File: src/rtl/fpu_addsub_arbiter.sv
// Round-robin arbiter sharing one multi-cycle FP add/sub unit (start/done handshake) among NREQ requesters.
// Optional watchdog abort is built when FPU_ARB_WDOG_EN is defined.
module fpu_addsub_arbiter #(
   parameter int NREQ    = 2,
   parameter int TIMEOUT = 32
) (
   input  logic              clk,
   input  logic              rst,
   input  logic [NREQ-1:0]   req_valid,
   output logic [NREQ-1:0]   req_ready,
   input  logic [NREQ*32-1:0] req_a,
   input  logic [NREQ*32-1:0] req_b,
   input  logic [NREQ-1:0]   req_sel,
   output logic [NREQ-1:0]   rsp_valid,
   output logic [31:0]       rsp_result,
   output logic              rsp_err,
   output logic              fpu_start,
   output logic [31:0]       fpu_a,
   output logic [31:0]       fpu_b,
   output logic              fpu_sel,
   input  logic [31:0]       fpu_result,
   input  logic              fpu_done,
   input  logic              fpu_busy
);

   localparam int IW = (NREQ > 1) ? $clog2(NREQ) : 1;

   typedef enum logic [2:0] {S_IDLE, S_ISSUE, S_WAIT, S_RESP, S_DRAIN} state_t;

   state_t          state_reg;
   logic [IW-1:0]   last_reg;
   logic [IW-1:0]   g_reg;
   logic [IW-1:0]   grant_idx;
   logic [NREQ-1:0] grant;
   logic            found;
   logic            handshake;
   logic [NREQ-1:0] rsp_valid_reg;
   logic [31:0]     rsp_result_reg;
   logic            fpu_start_reg;
   logic [31:0]     fpu_a_reg;
   logic [31:0]     fpu_b_reg;
   logic            fpu_sel_reg;
   logic [31:0]     a_arr [NREQ];
   logic [31:0]     b_arr [NREQ];

   generate
      for (genvar gi = 0; gi < NREQ; gi++) begin : g_slice
         assign a_arr[gi] = req_a[32*gi +: 32];
         assign b_arr[gi] = req_b[32*gi +: 32];
      end
   endgenerate

   // Search starts one past the last winner and wraps, so the last winner has lowest priority.
   always_comb begin
      logic [IW-1:0] idx;
      grant     = '0;
      grant_idx = '0;
      found     = 1'b0;
      idx       = '0;
      for (int i = 1; i <= NREQ; i++) begin
         idx = IW'((int'(last_reg) + i) % NREQ);
         if (!found && req_valid[idx]) begin
            grant[idx] = 1'b1;
            grant_idx  = idx;
            found      = 1'b1;
         end
      end
   end

   // A stale done in IDLE blocks grants until the unit is truly idle.
   assign req_ready = (state_reg == S_IDLE && !rst && !fpu_done) ? grant : '0;
   assign handshake = |(req_valid & req_ready);

`ifdef FPU_ARB_WDOG_EN
   localparam int CW = $clog2(TIMEOUT + 1);
   logic [CW-1:0] wdog_cnt_reg;
   logic          rsp_err_reg;
   assign rsp_err = rsp_err_reg;
`else
   assign rsp_err = 1'b0;
`endif

   always_ff @(posedge clk) begin
      if (rst) begin
         state_reg      <= S_IDLE;
         last_reg       <= IW'(NREQ - 1);
         g_reg          <= '0;
         rsp_valid_reg  <= '0;
         rsp_result_reg <= '0;
         fpu_start_reg  <= 1'b0;
         fpu_a_reg      <= '0;
         fpu_b_reg      <= '0;
         fpu_sel_reg    <= 1'b0;
`ifdef FPU_ARB_WDOG_EN
         wdog_cnt_reg   <= '0;
         rsp_err_reg    <= 1'b0;
`endif
      end else begin
         rsp_valid_reg <= '0;
`ifdef FPU_ARB_WDOG_EN
         rsp_err_reg   <= 1'b0;
`endif
         case (state_reg)
            S_IDLE: begin
               if (handshake) begin
                  fpu_a_reg   <= a_arr[grant_idx];
                  fpu_b_reg   <= b_arr[grant_idx];
                  fpu_sel_reg <= req_sel[grant_idx];
                  g_reg       <= grant_idx;
                  last_reg    <= grant_idx;
                  state_reg   <= S_ISSUE;
               end
            end
            S_ISSUE: begin
               fpu_start_reg <= 1'b1;
`ifdef FPU_ARB_WDOG_EN
               wdog_cnt_reg  <= '0;
`endif
               state_reg     <= S_WAIT;
            end
            S_WAIT: begin
               if (fpu_done) begin
                  rsp_result_reg <= fpu_result;
                  fpu_start_reg  <= 1'b0;
                  rsp_valid_reg  <= NREQ'(1) << g_reg;
                  state_reg      <= S_RESP;
               end
`ifdef FPU_ARB_WDOG_EN
               else if (wdog_cnt_reg == CW'(TIMEOUT - 1)) begin
                  rsp_result_reg <= 32'h7FC0_0000;
                  rsp_err_reg    <= 1'b1;
                  fpu_start_reg  <= 1'b0;
                  rsp_valid_reg  <= NREQ'(1) << g_reg;
                  state_reg      <= S_DRAIN;
               end else begin
                  wdog_cnt_reg <= wdog_cnt_reg + 1'b1;
               end
`endif
            end
            S_RESP:  state_reg <= S_DRAIN;
            // Wait for done to fall so the next start is not absorbed by the unit's done-hold.
            S_DRAIN: if (!fpu_done) state_reg <= S_IDLE;
            default: state_reg <= S_IDLE;
         endcase
      end
   end

   assign rsp_valid  = rsp_valid_reg;
   assign rsp_result = rsp_result_reg;
   assign fpu_start  = fpu_start_reg;
   assign fpu_a      = fpu_a_reg;
   assign fpu_b      = fpu_b_reg;
   assign fpu_sel    = fpu_sel_reg;

   a_ready_onehot: assert property (@(posedge clk) disable iff (rst) $onehot0(req_ready));
   a_idle_unit_free: assert property (@(posedge clk) disable iff (rst)
      (state_reg == S_IDLE) |-> !fpu_busy);

endmodule
File: config.mk
export PLATFORM = sky130hd
export DESIGN_NAME = fpu_addsub_arbiter
export DESIGN_NICKNAME = d
export VERILOG_FILES = /design/src/rtl/fpu_addsub_arbiter.sv
export SDC_FILE = /design/constraint.sdc
export NUM_CORES = 1
export LEC_CHECK = 0
export CAP_MARGIN = 20
export CORE_MARGIN = 1
export CORE_UTILIZATION = 33
export CTS_CLUSTER_DIAMETER = 30
export CTS_CLUSTER_SIZE = 10
export DETAILED_ROUTE_END_ITERATION = 10
export PLACE_DENSITY = 0.83
export SLEW_MARGIN = 20
export SYNTH_ARGS = -nofsm -noshare
export SYNTH_HDL_FRONTEND = slang
export SYNTH_SLANG_ARGS = --single-unit
File: constraint.sdc
create_clock -name clk -period 2.2 [get_ports clk]
set_input_delay 0.55 -clock clk [delete_from_list [all_inputs] [get_ports clk]]
set_output_delay 0.55 -clock clk [all_outputs]
set_load 0.01 [all_outputs]
## After elaboration in Yosys (flattened, before gate mapping)

Cells that the tools add are included.

| cells by class | value |
|---|---|
| add/subtract/negate cells | 2 |
| order comparisons | 6 |
| eq/ne operators | 7 |
| shifts and indexed selects | 1 |
| mux-type cells | 28 |
| bitwise operators | 5 |
| reduce and logical (&&, ||, !) cells | 16 |

Operators with widths:

| operator | count |
|---|---|
| $mux 32 | 6 |
| $pmux 3 s5 | 1 |
| $mux 1 | 12 |
| $mux 3 | 3 |
| $eq 3x2->1 const B | 2 |
| $lt 1x2->1 const B | 3 |
| $mux 2 | 3 |
| $ne 2x2->1 const B | 3 |
| $reduce_and 2->1 | 3 |
| $logic_and 1x1->1 | 5 |
| $eq 3x1->1 const B | 1 |
| $eq 3x3->1 const B | 1 |
| $logic_not 1->1 | 3 |
| $logic_not 3->1 | 1 |
| $reduce_and 3->1 | 1 |
| $reduce_or 3->1 | 1 |
| $add 1x1->1 const B | 2 |
| $and 2x2->2 | 1 |
| $demux 1 s1 | 2 |
| $ge 1x1->1 const B | 2 |
| $ge 2x2->1 const B | 1 |
| $not 1->1 | 2 |
| $not 1->2 | 1 |
| $or 2x2->2 | 1 |
| 4 further kinds | 4 |

| storage, ports and cells | value |
|---|---|
| flip-flop bits (word level) | 105 |
| bits of input ports | 168 |
| output and inout bits | 103 |
| word-level logic and storage cells | 74 |

## Logic depth before layout (Yosys ltp)

| logic depth | value |
|---|---|
| word-level depth | 13 |
| depth in mapped cells | 6 |

## Least setup slack after synthesis

OpenSTA, ideal clock, no wires.

| timing path | value |
|---|---|
| path type | input-to-output |
| start | input rst |
| end | output req_ready[0] |
| arrival | 1,690 ps |
| path slack | -40 ps |
| cell stages on the path | 4 |
| path through | clkbuf_1 -> or3_4 -> or4b_4 -> nor2_1 |

| on the way | value |
|---|---|
| longest elaborated chain between the ends | 4 |

Ends and longest elaborated chain:

| what | line | text |
|---|---|---|
| start, declared | 8 | `input logic rst,` |
| $logic_not 1->1 | 71 | `assign req_ready = (state_reg == S_IDLE && !rst && !fpu_done) ? grant : '0;` |
| $logic_and 1x1->1 (2 in a row) | 71 |  |
| $mux 2 | 71 |  |
| end, declared | 10 | `output logic [NREQ-1:0] req_ready,` |

No other way between the ends.

## Worst setup path after layout

| timing path | value |
|---|---|
| start | register state_reg[2] |
| end | output req_ready[0] |

| on the way | value |
|---|---|
| longest elaborated chain between the ends | 4 |

Ends and longest elaborated chain:

| what | line | text |
|---|---|---|
| start, declared | 30 | `state_t state_reg;` |
| start signal, assigned | 85 | `state_reg <= S_IDLE;` |
| start signal, assigned | 111 | `state_reg <= S_ISSUE;` |
| start signal, assigned | 119 | `state_reg <= S_WAIT;` |
| $logic_not 3->1 | 71 |  |
| $logic_and 1x1->1 (2 in a row) | 71 |  |
| $mux 2 | 71 |  |

No other way between the ends.

==> run metrics <==
synth unique cells 33; row cnt 41; largest net degree at the start of global routing 104; htree depth 3; RSZ-0062 raised after global routing yes; worst vdd ir 0.000454 V; status finished with violations; Synthesized Nets 718; Tmin final 2.33 ns; routed length per placed instance 15.6 µm; IO Port Bufs around 270; worst skew pair latency about 0.35 ns; syn avg cell area about 8 µm²; FMAX roughly 430 MHz; Crit path required time 1.65 ns; Max FO, Critical Path 2; Core Region 12,700 µm²; part of the cycle the worst path needs 106%; Yosys warning count 0; synth top area cells dfxtp_1 48%, nand2_1 17%, a311oi_1 13%; cell taking the most area after synthesis dfxtp_1; TritonCTS clock tree built; crit-path cells or3_4, or4b_4, nor2_4, buf_6; Placed Cells 952; failing checks setup timing; via count 4,859; Final WS setup -0.128 ns; Netlist Area Pre-Place 4350 µm²; leakage power ~2.7 nW; fin nets roughly 960; filler cell count 1,115; Total GRT Usage 21.6%; area of the multi-input gates 2040 µm²; RR Startpoint last_reg; hold crit path type flip-flop to flip-flop; r2r endpoint fpu_b[22]; DIE HEIGHT 117 µm; Final Hold Violating Endpoints 0; CP max stage delay around 0.51 ns; CTS buffer count 9; worst-case reg-to-reg path depth 4; kind of end point of the critical path primary output; Slew Limit Fails 0; R2R setup slack 0.38 ns; Max Cap Viol 0; initial antenna violation count 0; final non-filler cell total between 900 and 1,000; CP startpoint state_reg[2]; global-route wire length before repair 22,600 µm; FF+latch count, synth 105; Final Setup Violations 2; clock tree buffer depth 2; Root Buffer clkbuf_16; Via density 5.01; WP data arrival 1.78 ns; DRC 0; commonest cells after routing, fill and taps aside 262 x clkdlybuf4s50_1, 194 x nand2_1, 104 x dfxtp_1, 98 x a21oi_1, 65 x a311oi_1; RD Place Congestion 0.739; grt ovf 0; Die ar. 13,600 µm²; Seq/Total Area, Yosys about half; Yosys top cell area share 48.4%; Routed WL 15,100 µm; DRT Pass-1 Iters 4; CP Class flip-flop to primary output; worst setup path end req_ready[0]; die width 117 µm; initial DRC count 264; Worst-path clk slew 0.07 ns; top-level I/O count 271; worst-margin pin slew between 1 and 1.5 ns; number of global-route vias before repair 4,555; DRT antenna net count 0; HPWL after DPL around 10,000 µm; Syn Inst Count 550; slowest CP cell or4b_4; Storage cell area 2100 µm²; area delta synth->final 75.2%; clock sink total 105; layout cells sized above 1 6.27%; Starting Density 34.2%; Inserted Diodes 0; CP Launch Type flip-flop; Slew Limit Headroom 27.1%; post-layout util 59.9%; Clock Skew 0.00613 ns; pwr/cell area 668 nW/µm²; most common cell after layout, fill and taps aside clkdlybuf4s50_1
-- stage by stage --
step	worst slack [ns]	power [mW]	setup TNS (ns)	hold slack, ns	instance area (µm²)
floorplan	0.0226	2.74	0	0.417	4350
global placement	-0.635	3.51	-11.85	0.441	7280
detailed placement	-0.637	3.53	-12.67	0.447	7280
CTS	-0.150	5.13	-0.174	0.456	7580
global route	-0.176	5.35	-0.299	0.471	7610
finish	-0.128	5.08	-0.180	0.455	7610
-- kinds of logic after synthesis --
logic type	after synthesis	share of synthesized area [%]
AO/OA/AOI/OAI	171	25.9
XOR/XNOR	1	0.202
buffers and inverters	60	5.70
flip-flops	105	48.4
multiplexers	1	0.230
other	1	0.0863
AND/OR/NAND/NOR	211	19.5
-- routing by layer --
layer	global-route usage [%]	share of wire, %	vias up
met1	24.3	38	2222
met4	6.50	1.5	0
met2	37.2	49	212
met3	9.32	11	16
li1	-	-	2409
met5	0	0	-
-- power by group --
group          internal, mW  switching, mW  total (mW)
clock                 0.875          0.714        1.59
sequential             2.06         0.0862        2.15
combinational         0.753          0.592        1.35
total                  3.69           1.39        5.08
-- critical path: cells and delay by family, from the launching register on --
kind          cells  cell delay (ns)
buf+inv           1             0.11
flops             1             0.32
simple gates      3             1.00
-- cell type report --
type | instances | area share (%)
Tap cell | 172 | 2.83
Sequential cell | 105 | 27.6
Clock inverter | 5 | 0.756
Multi-Input combinational cell | 385 | 26.8
Inverter | 2 | 0.0986
Clock buffer | 10 | 3.01
Timing Repair Buffer | 290 | 38.9
-- Yosys cell counts --
| master | n |
|---|---|
| nand2_1 | 194 |
| dfxtp_1 | 105 |
| a21oi_1 | 98 |
| a311oi_1 | 65 |
| clkbuf_1 | 39 |
| buf_2 | 9 |
| buf_1 | 8 |
| nor3_1 | 4 |
| nor2_1 | 3 |
| inv_1 | 2 |
| a211oi_1 | 1 |
| a21bo_2 | 1 |
| a21boi_0 | 1 |
| a221o_1 | 1 |
| a31o_1 | 1 |
| and2_1 | 1 |
| and3_1 | 1 |
| and4bb_2 | 1 |
| buf_4 | 1 |
| buf_6 | 1 |
| conb_1 | 1 |
| mux2i_1 | 1 |
| nand2b_1 | 1 |
| nand3b_1 | 1 |
| nand4bb_1 | 1 |
| nor2b_1 | 1 |
| nor4_1 | 1 |
| o21ai_0 | 1 |
| o21ba_2 | 1 |
| o31a_1 | 1 |
| or3_4 | 1 |
| or4b_4 | 1 |
| xnor2_1 | 1 |
-- how the worst min path moves through the flow --
stage,from,endpoint,slack (ns),cells past startpoint
after floorplan,g_reg,rsp_valid[0],0.42,1
after global placement,rsp_result[22],rsp_result[22],0.44,2
after detailed placement,rsp_result[2],rsp_result[2],0.45,2
after CTS,rsp_result[2],rsp_result[2],0.46,2
after global routing,rsp_result[18],rsp_result[18],0.47,2
final,rsp_result[28],rsp_result[28],0.45,2
-- repair_timing --
action,in CTS,in global routing
gates resized for setup,13,6
endpoints found under the hold margin,0,0
setup buffers,0,2
pin swaps,0,1
hold buffers,0,0
setup endpoints to repair,2,2
No activity file was read; power rests on OpenSTA's default activity.
